## src/rtl/nn_fifo_pkg.sv

```systemverilog
// Shared definitions for the parametrised NN input FIFO: default sizes,
// pointer-width helper and the parameter legality check used at elaboration.
package nn_fifo_pkg;

    localparam int DEF_DATA_W = 32;
    localparam int DEF_DEPTH  = 8;

    // Number of address bits needed to index 'depth' entries.
    function automatic int clog2_depth(input int depth);
        int w;
        w = 0;
        for (int i = 0; i < 31; i++) begin
            if ((1 << i) < depth) w = i + 1;
        end
        return w;
    endfunction

    // DEPTH must be a power of two (>= 2) and both watermarks must lie in 0..DEPTH.
    function automatic bit params_legal(input int depth, input int afull_th,
                                        input int aempty_th);
        return (depth >= 2) && ((depth & (depth - 1)) == 0) &&
               (afull_th >= 0) && (afull_th <= depth) &&
               (aempty_th >= 0) && (aempty_th <= depth);
    endfunction

endpackage

```

## src/rtl/nn_fifo_mem.sv

```systemverilog
// Register-array storage for the NN FIFO: synchronous write, asynchronous read.
module nn_fifo_mem #(
    parameter int DATA_W = 32,
    parameter int DEPTH  = 8,
    parameter int AW     = 3
) (
    input  logic              clk,
    input  logic              we,
    input  logic [AW-1:0]     waddr,
    input  logic [DATA_W-1:0] wdata,
    input  logic [AW-1:0]     raddr,
    output logic [DATA_W-1:0] rdata
);

    logic [DATA_W-1:0] mem [DEPTH];

    // Write port: one word per enabled edge, no reset on contents.
    always_ff @(posedge clk) begin
        if (we) mem[waddr] <= wdata;
    end

    assign rdata = mem[raddr];

endmodule

```

## src/rtl/nn_param_fifo.sv

```systemverilog
// Parametrised synchronous FIFO between the Wishbone register block and the
// NN compute core. Holds pointers, an explicit occupancy counter, watermark
// flags and sticky overflow/underflow error flags.
module nn_param_fifo
    import nn_fifo_pkg::*;
#(
    parameter  int DATA_W    = DEF_DATA_W,
    parameter  int DEPTH     = DEF_DEPTH,
    parameter  int AFULL_TH  = DEPTH - 2,
    parameter  int AEMPTY_TH = 1,
    localparam int AW        = clog2_depth(DEPTH),
    localparam int CW        = AW + 1
) (
    input  logic              clk,
    input  logic              rst_n,
    input  logic              ce,
    input  logic              flush,
    input  logic              push,
    input  logic [DATA_W-1:0] data_i,
    input  logic              pop,
    output logic [DATA_W-1:0] data_o,
    output logic              full,
    output logic              empty,
    output logic              almost_full,
    output logic              almost_empty,
    output logic [CW-1:0]     count,
    output logic              overflow,
    output logic              underflow,
    input  logic              err_clr
);

    if (!params_legal(DEPTH, AFULL_TH, AEMPTY_TH)) begin : g_bad_params
        $error("nn_param_fifo: DEPTH must be a power of two >= 2 and thresholds <= DEPTH");
    end

    localparam logic [CW-1:0] DEPTH_C  = CW'(DEPTH);
    localparam logic [CW-1:0] AFULL_C  = CW'(AFULL_TH);
    localparam logic [CW-1:0] AEMPTY_C = CW'(AEMPTY_TH);

    logic [AW-1:0]     wp;
    logic [AW-1:0]     rp;
    logic [DATA_W-1:0] rd_data;
    logic              pop_ok;
    logic              push_ok;
    logic              mem_we;
    logic              set_ovf;
    logic              set_udf;

    // Pop never bypasses: an empty FIFO rejects pops even with a push in flight.
    assign pop_ok  = ce & pop & ~empty;
    // A full FIFO still takes a push when the head is leaving in the same cycle.
    assign push_ok = ce & push & (~full | pop_ok);
    assign set_ovf = ce & push & ~push_ok;
    assign set_udf = ce & pop & empty;
    // Flush and reset both discard the write so stale data never lands mid-clear.
    assign mem_we  = push_ok & ~flush & rst_n;

    nn_fifo_mem #(
        .DATA_W (DATA_W),
        .DEPTH  (DEPTH),
        .AW     (AW)
    ) u_mem (
        .clk   (clk),
        .we    (mem_we),
        .waddr (wp),
        .wdata (data_i),
        .raddr (rp),
        .rdata (rd_data)
    );

    assign full         = (count == DEPTH_C);
    assign empty        = (count == '0);
    assign almost_full  = (count >= AFULL_C);
    assign almost_empty = (count <= AEMPTY_C);
    assign data_o       = empty ? '0 : rd_data;

    // Pointer and occupancy update; flush overrides any push/pop in its cycle.
    always_ff @(posedge clk) begin
        if (!rst_n) begin
            wp    <= '0;
            rp    <= '0;
            count <= '0;
        end else if (ce) begin
            if (flush) begin
                wp    <= '0;
                rp    <= '0;
                count <= '0;
            end else begin
                if (push_ok) wp <= wp + AW'(1);
                if (pop_ok)  rp <= rp + AW'(1);
                count <= count + CW'(push_ok) - CW'(pop_ok);
            end
        end
    end

    // Sticky error flags; a new error in the same cycle as err_clr wins.
    always_ff @(posedge clk) begin
        if (!rst_n) begin
            overflow  <= 1'b0;
            underflow <= 1'b0;
        end else if (ce) begin
            if (set_ovf)      overflow <= 1'b1;
            else if (err_clr) overflow <= 1'b0;
            if (set_udf)      underflow <= 1'b1;
            else if (err_clr) underflow <= 1'b0;
        end
    end

endmodule

```

## config.mk

```make
export PLATFORM = sky130hd
export DESIGN_NAME = nn_param_fifo
export DESIGN_NICKNAME = d
export VERILOG_FILES = /design/src/rtl/nn_fifo_pkg.sv /design/src/rtl/nn_fifo_mem.sv /design/src/rtl/nn_param_fifo.sv
export SDC_FILE = /design/constraint.sdc
export NUM_CORES = 1
export LEC_CHECK = 0
export CAP_MARGIN = 10
export CORE_MARGIN = 2
export CORE_UTILIZATION = 30
export CTS_CLUSTER_SIZE = 20
export DETAILED_ROUTE_END_ITERATION = 12
export PLACE_DENSITY_LB_ADDON = 0.12
export SLEW_MARGIN = 25
export SYNTH_ARGS = -nofsm -noshare
export SYNTH_HDL_FRONTEND = slang
export SYNTH_SLANG_ARGS = --single-unit
```

## constraint.sdc

```tcl
create_clock -name clk -period 5.35 [get_ports clk]
set_input_delay 1.07 -clock clk [delete_from_list [all_inputs] [get_ports clk]]
set_output_delay 1.07 -clock clk [all_outputs]
set_load 0.05 [all_outputs]
```

==> run metrics <==
Met1 Routed Length=10.5 mm; worst-path cell chain=inv_1 > ha_1 > nor3b_1 > buf_4 > nor2b_4 > buf_12 > a22o_1 > clkdlybuf4s50_1; vias per inst=4.78; Worst path slowest cell=clkdlybuf4s50_1; Post-CTS Resized=0; wire per inst=21.7 um; Tcrit/Tclk final=0.833; WP data arrival=roughly 3.4 ns; combinational share of power=0.031; Startpoint Class=register; WP data required=approximately 4.3 ns; Final Non-Filler Cells=approximately 1100; Chip Width=192 um; WS Path Type=reg2out; Slew headroom=0.472; Worst Skew=0.0100 ns; post-synth cell types=51; H-tree depth=1; Iter 0 DRT Violations=340; Post-Route WL=23.3 mm; Site Rows=69; status=complete, no violations; Vias=5134; Setup Viol. Count Final=0; DR DRC count=0; internal power=3.77 mW; I/O pin cnt=81; Worst Tran Pin Value=~0.79 ns; Initial Util=0.302; syn_nets=537; slowest stage delay, CP=0.81 ns; pin count of the biggest net entering global routing=65; initial antenna violation count=2; vias in the first global route=roughly 5600; Max Slew Vio Count=0; TNS Setup=0 ns; part of the power in the clock network=0.468; Area Overhead vs Synth=23.7%; first-pass GRT wire length=34.9 mm; Core ar.=between 30000 and 40000 sq um; Pleak=4.10 nW; Overflow after GRT=0; Peak VDD IR=0.296 mV; WL met2=11.3 mm; Post-Route Utilization=0.373; Async S/R FF share, synth=0; TritonCTS clock tree=yes; share of cells above drive strength 1=0.167; sequential power share=0.500; Synth Flop Type=edfxtp_1; Syn Area/Cell=21.8 sq um; Clock Tree Root=clkbuf_16; Top Layer Used=met4; Die H=192 um; Power Total=4.66 mW; RSZ-0062 raised after global routing=false; EDFF count, synth=256; port bufs=80; Syn Inst Count=488; postcts setup bufs=0; CP Max Fanout=17; placed cell count=1016; full die area=37000 sq um; clock buffer depth=3; Sw Pwr=between 0.8 and 0.9 mW; sw frac=0.190; Nets=between 600 and 700; CTS clk-pin slew, worst paths=0.06 ns; hold buffer count at CTS=0; remaining antenna violation count=0; DRT Pass-1 Iters=4; Hold WC Path Type=reg2reg; crit end category=output pin; wire length on met3=1.08 mm; FF+latch count, synth=271; P per Cell Area=353 nW/um^2; min Tclk post-route=roughly 4.5 ns; Worst-Skew Late Latency=0.54 ns; maximum clock rate=224 MHz; Num CTS Buffers=30; GRT Util Overall=0.128; max cap viols=0; GPL Wtd Cong=0.711; Synth warnings=0; final-report hold violation count=0; CTS sink cnt=271; post-synthesis sequential area ratio=0.749; detailed-placement wirelength estimate=12.9 mm; synthesized area=around 11000 sq um
-- per-layer routing --
layer,vias up,track usage
met5,-,0
met4,0,0.0317
met3,34,0.0271
met2,112,0.215
met1,2691,0.171
li1,2297,-
-- final cells by class --
cell class,instances,area [sq um]
well taps,461,577
flip-flops and latches,271,8000
inverters,7,26.3
fillers,3209,22100
repair buffers,94,993
diodes,2,5.00
clock inverters,20,269
multi-input cells,184,2520
clock buffers,36,795
-- Yosys cell counts, drive strengths merged (2+ instances only) --
library cell,count,share of area
o211ai,4,0.0028
nor2b,6,0.0035
mux4,64,0.15
nor3,2,0.00094
o21ai,3,0.0014
a21boi,4,0.0028
edfxtp,256,0.72
nand4b,2,0.0016
buf,20,0.016
a22o,32,0.026
nand3,2,0.00094
ha,9,0.011
a21oi,4,0.0019
clkbuf,6,0.0022
mux2i,3,0.0028
inv,7,0.0025
nor3b,2,0.0014
nor2,8,0.0028
dfxtp,15,0.028
nand2b,3,0.0018
nand2,16,0.0056
-- logic make-up (layout without fill, tap and decap cells) --
group           count (synthesis)  after routing  synth area share
mux                            67             67             0.149
buf+inv                        33            157            0.0208
other cells                     0              2                 0
compound gates                 56             56            0.0423
simple gates                   50             50            0.0252
flops                         271            271             0.749
fa+ha+maj                      10             10            0.0124
xor+xnor                        1              1          0.000822
-- final timing paths --
path / startpoint / to / slack, ns / cells after the start
hold reg to reg: overflow$_SDFFE_PN0P_ / overflow$_SDFFE_PN0P_ / 0.47 / 2
hold / removal: overflow$_SDFFE_PN0P_ / overflow$_SDFFE_PN0P_ / 0.47 / 2
setup / recovery: count[2]$_SDFFE_PN0P_ / data_o[16] / 0.89 / 8
setup reg to reg: count[2]$_SDFFE_PN0P_ / count[1]$_SDFFE_PN0P_ / 2.61 / 11
-- worst max-delay path, delay by kind of cell (launching register included) --
kind | cells | cell delay (ns)
AND/OR/NAND/NOR | 2 | 0.64
AO/OA/AOI/OAI | 1 | 0.19
flip-flops | 1 | 0.38
adder cells (fa/ha/maj) | 1 | 0.25
buffers and inverters | 4 | 1.36
-- per-stage QoR --
stage                     setup slack [ns]  hold slack (ns)  cell area [sq um]
final                                0.894            0.466              13200
after global routing                 0.671            0.524              13200
after CTS                            0.814            0.466              13200
after detailed placement              1.41            0.449              12100
after global placement                1.47            0.448              12100
after floorplan                       1.02            0.445              10700
-- state kept, by name, indices dropped and copies added, names as in the netlist, named ones only --
name / cells
rp: 3
count: 4
u_mem.mem: 256
overflow: 1
wp: 3
underflow: 1
-- placed cells by master (no fill, tap or decap), types with 2 or more instances in the layout --
cell	netlist	layout
bufinv_16	0	7
a21oi_1	4	4
nand2_1	16	16
nor2b_1	6	5
clkinvlp_4	0	2
nor3b_1	2	2
edfxtp_1	256	256
nand3_1	2	2
clkinv_2	0	2
nand4b_1	2	2
nor2_4	0	7
a21boi_0	2	2
clkinv_1	0	9
a21boi_1	2	2
o211ai_1	4	4
mux2i_1	3	3
clkbuf_1	5	5
nand2b_1	3	3
mux4_2	33	33
ha_1	9	9
nor3_2	0	2
buf_4	1	7
dfxtp_1	15	13
dfxtp_4	0	2
inv_1	6	6
clkbuf_16	0	31
a22o_1	32	32
diode_2	0	2
mux4_1	31	31
buf_12	3	7
o21ai_0	2	2
clkdlybuf4s50_1	0	80
-- power groups by stage --
stage	sequential, mW	clock (mW)	combinational (mW)
global route	2.33	2.32	0.158
floorplan	2.38	0	0.0632
global placement	2.37	0	0.144
detailed placement	2.37	0	0.148
CTS	2.33	2.24	0.149
finish	2.33	2.18	0.147
No activity file was read; power rests on OpenSTA's default activity.
==> RTL change (config.mk and constraints unchanged) <==
Reset style: asynchronous (`rst_n`), changed in 2 clocked blocks.
--- a/src/rtl/nn_param_fifo.sv
+++ b/src/rtl/nn_param_fifo.sv
@@ -76,5 +76,5 @@
 
     // Pointer and occupancy update; flush overrides any push/pop in its cycle.
-    always_ff @(posedge clk) begin
+    always_ff @(posedge clk or negedge rst_n) begin
         if (!rst_n) begin
             wp    <= '0;
@@ -95,5 +95,5 @@
 
     // Sticky error flags; a new error in the same cycle as err_clr wins.
-    always_ff @(posedge clk) begin
+    always_ff @(posedge clk or negedge rst_n) begin
         if (!rst_n) begin
             overflow  <= 1'b0;
Check against the original RTL: differs if rst_n is asserted again (counterexample within 4 cycles, from zero or initial values and one cycle with rst_n low); with rst_n held inactive, the same outputs for 4 cycles.
==> RTL change against the unedited design <==
  * Register-to-register slack barely moved
  * Via count down 0.70%
  * Routed wire length increased by 0.16%
  * Synthesized cell count down 2.5%
  * Synthesized area fell by 1.9%
  * Final area fell by 3.4%
  * Setup slack got worse by 0.23 ns
  * Global-route usage grew 0.25 points
  * Sequential cell count is 3 lower
  * First-iteration DRC count shrank 18%
  * Die area fell by 1.8%
  * Non-clock buffer count grew 10
  * Critical endpoint is now data_o[31]
Power is not compared: it rests on default switching activity, and its combinational part moved more than twofold at a synthesized area within 25%.
==> RTL change: results (changes against the unedited design) <==
place:
  hpwl_mm: 13.97  # +8.3%
  dp_cells: 1012  # -0.39%
  place_ws_ns: 1.224  # -0.1893 ns
  gp_congestion: 0.7341  # +3.2%
  io_buffers: 80  # unchanged
  place_area_um2: 11920  # -1.4%
global_routing:
  grt_pass1_wl_mm: 35.18  # +0.91%
  grt_use_total_pct: 13.07  # +0.25 points
  grt_max_degree: 34  # -48%
  antenna_found_initial: 1  # -1
  grt_pass1_vias: 5682  # +2.0%
synth:
  synth-seq-area-share_pct: 76.37  # +1.4 points
  synth_nets: 525  # -2.2%
  syn_area_per_cell_um2: 21.97  # +0.61%
  synth_warnings: 0  # unchanged
  synth-adder-area-share_pct: 1.268  # +0.024 points
  synth_compound_area_share_pct: 4.067  # -0.16 points
  async_flop_share_pct: 4.478  # +4.5 points
  synth_edf_count: 256  # unchanged
  synth.area.mux_share_pct: 13.88  # -1.0 points
  synth.distinct_cells: 41  # -20%
  synth_top_family_by_area: "multiplexers"
  yosys-top-cells-count: "edfxtp_1 (256), mux4_2 (64), a22o_1 (32)"
  synth_top_area_cell: "edfxtp_1"
  synth_xor_area_share_pct: 0.1675  # +0.085 points
  synthTopCellsByArea: "edfxtp_1 (74%), mux4_2 (14%), dfrtp_1 (2.9%)"
  yosys.area.top_type_share_pct: 73.50  # +1.4 points
pwr:
  peakVddDrop_uv: 400.3
  p_sw_uw: 2240
  power_leakage_uw: 0.004012
  power_density_nw_per_um2: 507.1
  comb_power_uw: 2260
  clkPwrFrac_pct: 26.8
finish:
  antennaDiodeCount: 0  # -2
  largestRegisters: "u_mem.mem (256), count (4)"
  syn2layout_area_growth_pct: 21.75
  drive_above_1_share_pct: 23.51  # +6.8 points
  final_nets: 636  # -0.16%
  n_fill_cell: 3181  # -0.87%
routing:
  routedWlPerCell_um: 22.05  # +1.7%
  drt-total-wl_mm: 23.35  # +0.16%
  via_per_inst: 4.814  # +0.80%
  dr.pass1.iters: 4  # unchanged
  drt_iter0_drc: 280  # -18%
clocking:
  htree_levels: 1  # unchanged
  cts_setup_buffers: 0  # unchanged
  cts.clk_slew.worst_paths_ns: 0.06  # about the same
  clk_latency_ns: 0.54  # about the same
  cts_buffer_depth: 3  # unchanged
  cts_resized: 0  # unchanged
  cts_hold_buf: 0  # unchanged
  numCtsBuffers: 28  # -6.7%
critical_path:
  arrival_ns: 3.62  # +0.23 ns
  crit_slowest_cell: "clkdlybuf4s50_1"
outcome:
  outcome: "finished, final reports clean"
timing:
  fin_skew_ns: 0.01252  # +0.002477 ns
  worst_pin_slew_ns: 0.6547  # -0.1341 ns
RTL change: final cells by class:
type                       count  area share, %
inverter                      11         0.3341
multi-input combinational    174          18.27
clock buffer                  35          5.876
tap                          455          4.471
sequential                   268          62.77
clock inverter                12         0.4815
timing repair buffer         104          7.802
RTL change: metal layers:
layer / vias up / wire length (um) / GRT usage [%]
met3: 37 / 1022 / 2.319
li1: 2235 / - / -
met2: 107 / 11780 / 23.03
met4: 2 / 466 / 3.250
met5: - / 10 / 0
met1: 2717 / 10070 / 16.68
RTL change: worst paths after layout:
path | slack (ns) | start | cells after the start | end
worst max-delay path | 0.66 | count[2] | 8 | data_o[31]
worst min-delay path | 0.51 | overflow | 2 | overflow
worst max register to register | 2.61 | count[3] | 10 | count[2]
worst min register to register | 0.51 | overflow | 2 | overflow
max in group asynchronous | 3.93 | rst_n | 1 | rp[0]
min in group asynchronous | 0.94 | rst_n | 1 | count[3]
